<file path="config.mk">
export PLATFORM = sky130hd
export DESIGN_NAME = pc_gen_flat
export DESIGN_NICKNAME = d
export VERILOG_FILES = /design/src/rtl/pc_gen_if.sv /design/src/rtl/pc_gen.sv /design/src/flat_wrapper.sv
export SDC_FILE = /design/constraint.sdc
export NUM_CORES = 1
export LEC_CHECK = 0
export CAP_MARGIN = 20
export CORE_MARGIN = 5
export CORE_UTILIZATION = 42
export CTS_BUF_LIST = sky130_fd_sc_hd__clkbuf_16
export DETAILED_ROUTE_END_ITERATION = 10
export GPL_TIMING_DRIVEN = 0
export PLACE_DENSITY = 0.83
export SYNTH_ARGS = -nofsm -noshare
export SYNTH_HDL_FRONTEND = slang
export SYNTH_SLANG_ARGS = --single-unit
</file>
<file path="constraint.sdc">
create_clock -name clk -period 3.95 [get_ports clk]
set_input_delay 1.185 -clock clk [delete_from_list [all_inputs] [get_ports clk]]
set_output_delay 1.185 -clock clk [all_outputs]
set_load 0.05 [all_outputs]
</file>
<file path="src/rtl/pc_gen_if.sv">
// Fetch handshake bundle for pc_gen: request channel to memory, response channel
// back from memory, and the instruction/PC channel into the IF/ID register.
interface pc_gen_if #(
  parameter int unsigned XLEN = 32
);
  logic            req_valid;
  logic [XLEN-1:0] req_addr;
  logic            req_ready;
  logic            rsp_valid;
  logic [31:0]     rsp_inst;
  logic            rsp_ready;
  logic            out_valid;
  logic [XLEN-1:0] out_pc;
  logic [31:0]     out_inst;
  logic            out_ready;

  modport master (
    output req_valid, req_addr, rsp_ready, out_valid, out_pc, out_inst,
    input  req_ready, rsp_valid, rsp_inst, out_ready
  );

  modport slave (
    input  req_valid, req_addr, rsp_ready, out_valid, out_pc, out_inst,
    output req_ready, rsp_valid, rsp_inst, out_ready
  );
endinterface

</file>
<file path="src/rtl/pc_gen.sv">
// Program-counter generator: issues sequential fetches, tracks in-flight PCs, drops
// responses made stale by redirects. Optional perf counters: PC_GEN_PERF_CNT_EN.
module pc_gen #(
  parameter int unsigned     XLEN            = 32,
  parameter logic [XLEN-1:0] RESET_PC        = XLEN'(32'h8000_0000),
  parameter int unsigned     MAX_OUTSTANDING = 2,
  parameter int unsigned     INST_BYTES      = 4
) (
  input  logic            clk,
  input  logic            rst,
  input  logic            if_id_stall,
  input  logic            br_valid,
  input  logic [XLEN-1:0] br_pc,
  input  logic            trap_valid,
  input  logic [XLEN-1:0] trap_pc,
  pc_gen_if.master        bus,
  output logic [31:0]     redirect_cnt,
  output logic [31:0]     drop_cnt
);

  localparam int unsigned CW = $clog2(MAX_OUTSTANDING + 1);
  localparam int unsigned PW = (MAX_OUTSTANDING > 1) ? $clog2(MAX_OUTSTANDING) : 1;

  logic [XLEN-1:0] pc_q;
  logic [XLEN-1:0] fifo_q [MAX_OUTSTANDING];
  logic [PW-1:0]   wr_ptr_q, rd_ptr_q;
  logic [CW-1:0]   count_q, stale_q;

  logic            redirect, drop, has_entry, push, pop;
  logic [XLEN-1:0] target;

  function automatic logic [PW-1:0] ptr_inc(input logic [PW-1:0] p);
    return (p == PW'(MAX_OUTSTANDING - 1)) ? '0 : p + PW'(1);
  endfunction

  // Request issue and zero-latency response pass-through / drop decision
  always_comb begin
    redirect      = trap_valid | br_valid;
    target        = trap_valid ? trap_pc : br_pc;
    has_entry     = (count_q != '0);
    drop          = (stale_q != '0) | redirect;
    bus.req_valid = ~rst & ~redirect & ~if_id_stall & (count_q < CW'(MAX_OUTSTANDING));
    bus.req_addr  = pc_q;
    bus.rsp_ready = drop | bus.out_ready;
    bus.out_valid = ~rst & ~drop & bus.rsp_valid & has_entry;
    bus.out_pc    = has_entry ? fifo_q[rd_ptr_q] : '0;
    bus.out_inst  = has_entry ? bus.rsp_inst : '0;
    push          = bus.req_valid & bus.req_ready;
    pop           = bus.rsp_valid & bus.rsp_ready & has_entry;
  end

  // PC, occupancy and stale tracking; a redirect marks every surviving entry stale
  always_ff @(posedge clk or posedge rst) begin
    if (rst) begin
      pc_q     <= RESET_PC;
      count_q  <= '0;
      stale_q  <= '0;
      wr_ptr_q <= '0;
      rd_ptr_q <= '0;
    end else begin
      if (redirect) begin
        pc_q <= target;
      end else if (push) begin
        pc_q <= pc_q + XLEN'(INST_BYTES);
      end
      if (push) begin
        wr_ptr_q <= ptr_inc(wr_ptr_q);
      end
      if (pop) begin
        rd_ptr_q <= ptr_inc(rd_ptr_q);
      end
      count_q <= count_q + CW'(push) - CW'(pop);
      if (redirect) begin
        stale_q <= count_q - CW'(pop);
      end else if (pop && (stale_q != '0)) begin
        stale_q <= stale_q - CW'(1);
      end
    end
  end

  // PC storage needs no reset: out_pc is masked while the FIFO is empty
  always_ff @(posedge clk) begin
    if (push) begin
      fifo_q[wr_ptr_q] <= pc_q;
    end
  end

`ifdef PC_GEN_PERF_CNT_EN
  logic [31:0] redirect_q, drop_q;
  logic        dropped;

  assign dropped = pop & drop;

  always_ff @(posedge clk or posedge rst) begin
    if (rst) begin
      redirect_q <= '0;
      drop_q     <= '0;
    end else begin
      if (redirect) redirect_q <= redirect_q + 32'd1;
      if (dropped)  drop_q     <= drop_q + 32'd1;
    end
  end

  assign redirect_cnt = redirect_q;
  assign drop_cnt     = drop_q;
`else
  assign redirect_cnt = '0;
  assign drop_cnt     = '0;
`endif

`ifndef SYNTHESIS
  // A response can only answer a request that is still outstanding
  a_rsp_has_req: assert property (@(posedge clk) disable iff (rst) bus.rsp_valid |-> (count_q != '0))
    else $error("pc_gen: rsp_valid with no outstanding request");
`endif

endmodule

</file>
<file path="src/flat_wrapper.sv">
// flat-port wrapper written by rule: the top's interface ports become plain ports
module pc_gen_flat 
#(
  parameter int unsigned     XLEN            = 32,
  parameter logic [XLEN-1:0] RESET_PC        = XLEN'(32'h8000_0000),
  parameter int unsigned     MAX_OUTSTANDING = 2,
  parameter int unsigned     INST_BYTES      = 4
)
  (clk, rst, if_id_stall, br_valid, br_pc, trap_valid, trap_pc, redirect_cnt, drop_cnt, bus_req_valid, bus_req_addr, bus_rsp_ready, bus_out_valid, bus_out_pc, bus_out_inst, bus_req_ready, bus_rsp_valid, bus_rsp_inst, bus_out_ready);
  pc_gen_if #(.XLEN(XLEN)) bus_i ();
  input  logic clk;
  input  logic rst;
  input  logic if_id_stall;
  input  logic br_valid;
  input  logic [XLEN-1:0] br_pc;
  input  logic trap_valid;
  input  logic [XLEN-1:0] trap_pc;
  output logic [31:0] redirect_cnt;
  output logic [31:0] drop_cnt;
  output wire logic [$bits(bus_i.req_valid)-1:0] bus_req_valid;
  output wire logic [$bits(bus_i.req_addr)-1:0] bus_req_addr;
  output wire logic [$bits(bus_i.rsp_ready)-1:0] bus_rsp_ready;
  output wire logic [$bits(bus_i.out_valid)-1:0] bus_out_valid;
  output wire logic [$bits(bus_i.out_pc)-1:0] bus_out_pc;
  output wire logic [$bits(bus_i.out_inst)-1:0] bus_out_inst;
  input wire logic [$bits(bus_i.req_ready)-1:0] bus_req_ready;
  input wire logic [$bits(bus_i.rsp_valid)-1:0] bus_rsp_valid;
  input wire logic [$bits(bus_i.rsp_inst)-1:0] bus_rsp_inst;
  input wire logic [$bits(bus_i.out_ready)-1:0] bus_out_ready;
  assign bus_req_valid = bus_i.req_valid;
  assign bus_req_addr = bus_i.req_addr;
  assign bus_rsp_ready = bus_i.rsp_ready;
  assign bus_out_valid = bus_i.out_valid;
  assign bus_out_pc = bus_i.out_pc;
  assign bus_out_inst = bus_i.out_inst;
  assign bus_i.req_ready = bus_req_ready;
  assign bus_i.rsp_valid = bus_rsp_valid;
  assign bus_i.rsp_inst = bus_rsp_inst;
  assign bus_i.out_ready = bus_out_ready;
  pc_gen #(.XLEN(XLEN), .RESET_PC(RESET_PC), .MAX_OUTSTANDING(MAX_OUTSTANDING), .INST_BYTES(INST_BYTES)) u_core (.clk(clk), .rst(rst), .if_id_stall(if_id_stall), .br_valid(br_valid), .br_pc(br_pc), .trap_valid(trap_valid), .trap_pc(trap_pc), .bus(bus_i), .redirect_cnt(redirect_cnt), .drop_cnt(drop_cnt));
endmodule
</file>
Word-level counts from Yosys, hierarchy flattened:

Memories as Yosys holds them, arrays and structs flattened.
Cells that the tools add are included.

* register bits after elaboration: 38
* memory bits (writable): 64
* input bits: 104
* logic and storage cells: 46
* memories kept: 1

* add/subtract/negate cells: 7
* order comparisons: 1
* multiplexer cells: 11
* bitwise gates (word level): 16
* reduce and logical (&&, ||, !) cells: 5

Memories
* u_core.fifo_q: words 2, width 32, read ports 1, clocked after memory_dff 0, write ports 1, line pc_gen.sv:25 `logic [XLEN-1:0] fifo_q [MAX_OUTSTANDING];`

Operators by type and width (number)
* 32-bit two-way mux: 5
* 32-bit by 3-bit adder with 32-bit output (second input constant): 1
* 1-bit bitwise AND: 9
* 2-bit nonzero test: 4
* 1-bit two-way mux: 4
* 2-bit two-way mux: 2
* 1-bit inverter: 4
* 2-bit by 1-bit subtractor with 2-bit output: 2
* 1-bit bitwise OR: 3
* 1-bit adder (second input constant): 2
* 2-bit by 1-bit adder with 2-bit output: 1
* 2-bit < comparator (second input constant): 1
* 2-bit by 1-bit subtractor with 2-bit output (second input constant): 1
* 1-bit logical AND: 1

Logic depth before layout (Yosys ltp):

* depth after elaboration: 8
* gate-level depth with buffers: 7
* depth with buffers taken out: 7

Worst setup path before layout:

OpenSTA, ideal clock, no wires.

* path type: input-to-output
* start point: input trap_valid
* end point: output bus_out_valid
* arrival: 3.296 ns
* slack: -0.531 ns
* stages: 4
* path through: or2_2 clkbuf_1 clkbuf_1 nor4_1

* longest elaborated chain between the ends: 6

Ends and longest elaborated chain
* start: declaration: line flat_wrapper.sv:16 `input logic trap_valid;`
* 1-bit bitwise OR: line pc_gen.sv:38 `redirect = trap_valid | br_valid;`
* 1-bit bitwise OR: line pc_gen.sv:41 `drop = (stale_q != '0) | redirect;`
* 1-bit inverter: line pc_gen.sv:45 `bus.out_valid = ~rst & ~drop & bus.rsp_valid & has_entry;`
* 1-bit bitwise AND (3 in series): line pc_gen.sv:45
* end: declaration: line flat_wrapper.sv:23 `output wire logic [$bits(bus_i.out_valid)-1:0] bus_out_valid;`

No other way between the ends.

Final worst setup path:

* start point: input bus_rsp_inst[31]
* end point: output bus_out_inst[31]

* longest elaborated chain between the ends: 1

Ends and longest elaborated chain
* start: declaration: line flat_wrapper.sv:28 `input wire logic [$bits(bus_i.rsp_inst)-1:0] bus_rsp_inst;`
* 32-bit two-way mux: line pc_gen.sv:47 `bus.out_inst = has_entry ? bus.rsp_inst : '0;`
* end: declaration: line flat_wrapper.sv:25 `output wire logic [$bits(bus_i.out_inst)-1:0] bus_out_inst;`

No other way between the ends.

==> metrics.cfg <==
[outcome]
outcome=finished, final reports clean

[timing]
fin_setup_tns_ns=0
rsz0062_at_grt=no
fmax_ghz=0.263
min_period_ns=3.80
slew_viol_final=0
setup_violations=0
fin_crit_sh_pct=96.3
fin_skew_ns=0.0115
hold_ws_ns=0.514
relSlewSlack_pct=38.0
tightestPinTransition_ns=0.922
hold_viol=0

[floorplanning]
dieArea_um2=16500
rows=43
core_um2=13800
die_h_um=128
die_x_um=128
ios=267
start_util_pct=42.6

[yosys]
synth_edf_count=64
syn_area_per_cell_um2=9.94
yosysWarnings=0
synth_cell_types=61
synth-seq-area-share_pct=48.7
synth_top_cell_by_area=edfxtp_1
async_reset_ff_share_pct=37.3
yosys_most_used_dff=edfxtp_1
syn_area_um2=5900
synth_area_leaders=edfxtp_1 (33%), dfrtp_1 (16%), buf_4 (8.1%), mux2i_1 (6.1%), nor2_1 (3.5%)
ys_top_cells_by_count=buf_4 (64), edfxtp_1 (64), nor2_1 (55)
synth_cells=593
ys_seq_elements=102
synth_top_area_share_pct=32.6

[setup_path]
path_cells=clkdlybuf4s50_1 -> nor2b_1 -> clkdlybuf4s50_1
cp_common_cell=clkdlybuf4s50_1
cp_max_fo=1
worstSetupEndpointType=primary output
startpoint_type=primary input
cp_data_arrival_time_ns=2.62
crit_type=primary input to primary output
crit_required_ns=2.76
cp_slowest_cell=clkdlybuf4s50_1
regToRegSetupSlack_ns=1.05
critPathMaxStageDelay_ns=0.84

[clocking]
cts-root-buf=clkbuf_16
clk_latency_ns=0.35
cts.htree.levels=3
clk_pin_slew_ns=0.07
post-cts-setup-buffer-count=0
cts_sinks=102
cts_buffers=9
cts_tree=yes
cts_max_path_buffers=2

[pwr]
finalPower_mw=3.31
ir_drop_v=0.000186
p_per_area_nw_per_um2=377
power.leakage_nw=3.49

[placement]
dp.cells=1040
place_area_um2=8430
io_buffers=202
place.gp.congestion=0.918
hpwl_um=14700

[layout]
area_growth_syn_to_layout_pct=48.6
fin_nets=977
layout-drive-gt1-share_pct=13.0
fin_area_um2=8760
layout.cells.non_filler=1056

[global_routing]
antenna_found_initial=1
gr-total-overflow=0
grt_max_degree=39
track_usage_pct=22.1
grt_first_pass_wirelength_um=28400
grt_pass1_vias=5019

[min_path]
worstHoldPathType=register to register

[job]
maxCapViolCount=0

[routing]
first_iter_violations=480
totalWireLength_um=19200
dr_total_vias=5450
detail-route-antenna-nets=0
drcViolationCount=0
vias_per_cell=5.16
firstDrtPassIters=7
wire_per_inst_um=18.2

[what timing repair did]
| item | 4_1_cts | 5_1_grt |
|---|---|---|
| hold buffers | 0 | 0 |
| pin swaps | 0 | 0 |
| resized for setup | 21 | 7 |
| endpoints found under the setup margin | 105 | 52 |
| gates cloned | 0 | 0 |
[report_power, final]
group | switching, mW | internal (mW)
Combinational | 0.663 | 0.416
Clock | 0.380 | 0.550
Sequential | 0.0905 | 1.20
Total | 1.13 | 2.17
[metrics by stage]
step / util, % / setup slack [ns]
final: 63.4 / 0.147
after global routing: 63.4 / 0.0166
after CTS: 63.3 / 0.00919
after detailed placement: 61.0 / -0.931
after global placement: 60.7 / -1.19
after floorplan: - / 0.0290
[state kept, by name, indices dropped and copies added, names as in the netlist]
signal	count
u_core.count_q	2
u_core.bus.req_addr	32
u_core.stale_q	2
u_core.fifo_q	64
u_core.wr_ptr_q	1
u_core.rd_ptr_q	1
[cell type report]
type                            count  area, um^2
Timing Repair Buffer              205        2050
Sequential cell                   102        2870
Inverter                           11        41.3
Fill cell                        1119        5070
Multi-Input combinational cell    443        2620
Tap cell                          180         225
Clock buffer                        9         225
Buffer                             98         632
Clock inverter                      7        88.8
Antenna cell                        1        2.50
[metal layers]
| layer | track usage [%] | routed length, um | vias up |
|---|---|---|---|
| met1 | 27.3 | 7220 | 2490 |
| met4 | 7.84 | 558 | 0 |
| li1 | - | - | 2565 |
| met2 | 37.7 | 9340 | 356 |
| met5 | 0 | 0 | - |
| met3 | 5.65 | 2060 | 39 |
[worst paths after layout]
kind | startpoint | end | depth (start not counted)
setup / recovery | bus_rsp_inst[31] | bus_out_inst[31] | 3
hold / removal | u_core.bus.req_addr[1]$_DFFE_PP0P_ | u_core.fifo_q[1][1]$_DFFE_PP_ | 0
setup reg to reg | u_core.count_q[1]$_DFF_PP0_ | u_core.fifo_q[1][23]$_DFFE_PP_ | 3
hold reg to reg | u_core.bus.req_addr[1]$_DFFE_PP0P_ | u_core.fifo_q[1][1]$_DFFE_PP_ | 0
max in group asynchronous | rst | u_core.bus.req_addr[30]$_DFFE_PP0P_ | 2
min in group asynchronous | rst | u_core.bus.req_addr[2]$_DFFE_PP0P_ | 2
[critical path: cells and delay by family]
kind | cells | cell delay [ns]
buf+inv | 2 | 1.30
simple gates | 1 | 0.13
[logic make-up (layout without fill, tap and decap cells)]
| family | after synthesis | in the layout | synth area share (%) |
|---|---|---|---|
| muxes | 39 | 39 | 6.68 |
| xor gates and xnor gates | 8 | 8 | 1.19 |
| and+or+nand+nor | 237 | 237 | 20.9 |
| DFF | 102 | 102 | 48.7 |
| buffers and inverters | 111 | 330 | 11.4 |
| adders and majority gates | 3 | 3 | 0.637 |
| other | 1 | 65 | 0.0636 |
| AOI/OAI and AO/OA | 92 | 92 | 10.4 |
[cell usage in the layout, fill, tap and decap left out, types with 11 or more instances in the layout]
master,netlist,layout
edfxtp_1,64,64
mux2i_1,36,36
conb_1,1,64
nor2b_1,32,32
nand3_1,18,18
dfrtp_1,37,37
clkbuf_1,28,22
nand4_1,24,24
clkdlybuf4s50_1,0,197
nor3_1,11,11
nand2_1,48,48
nor2_1,55,53
o21ai_0,30,30
buf_4,64,64
No activity file was read; power rests on OpenSTA's default activity.
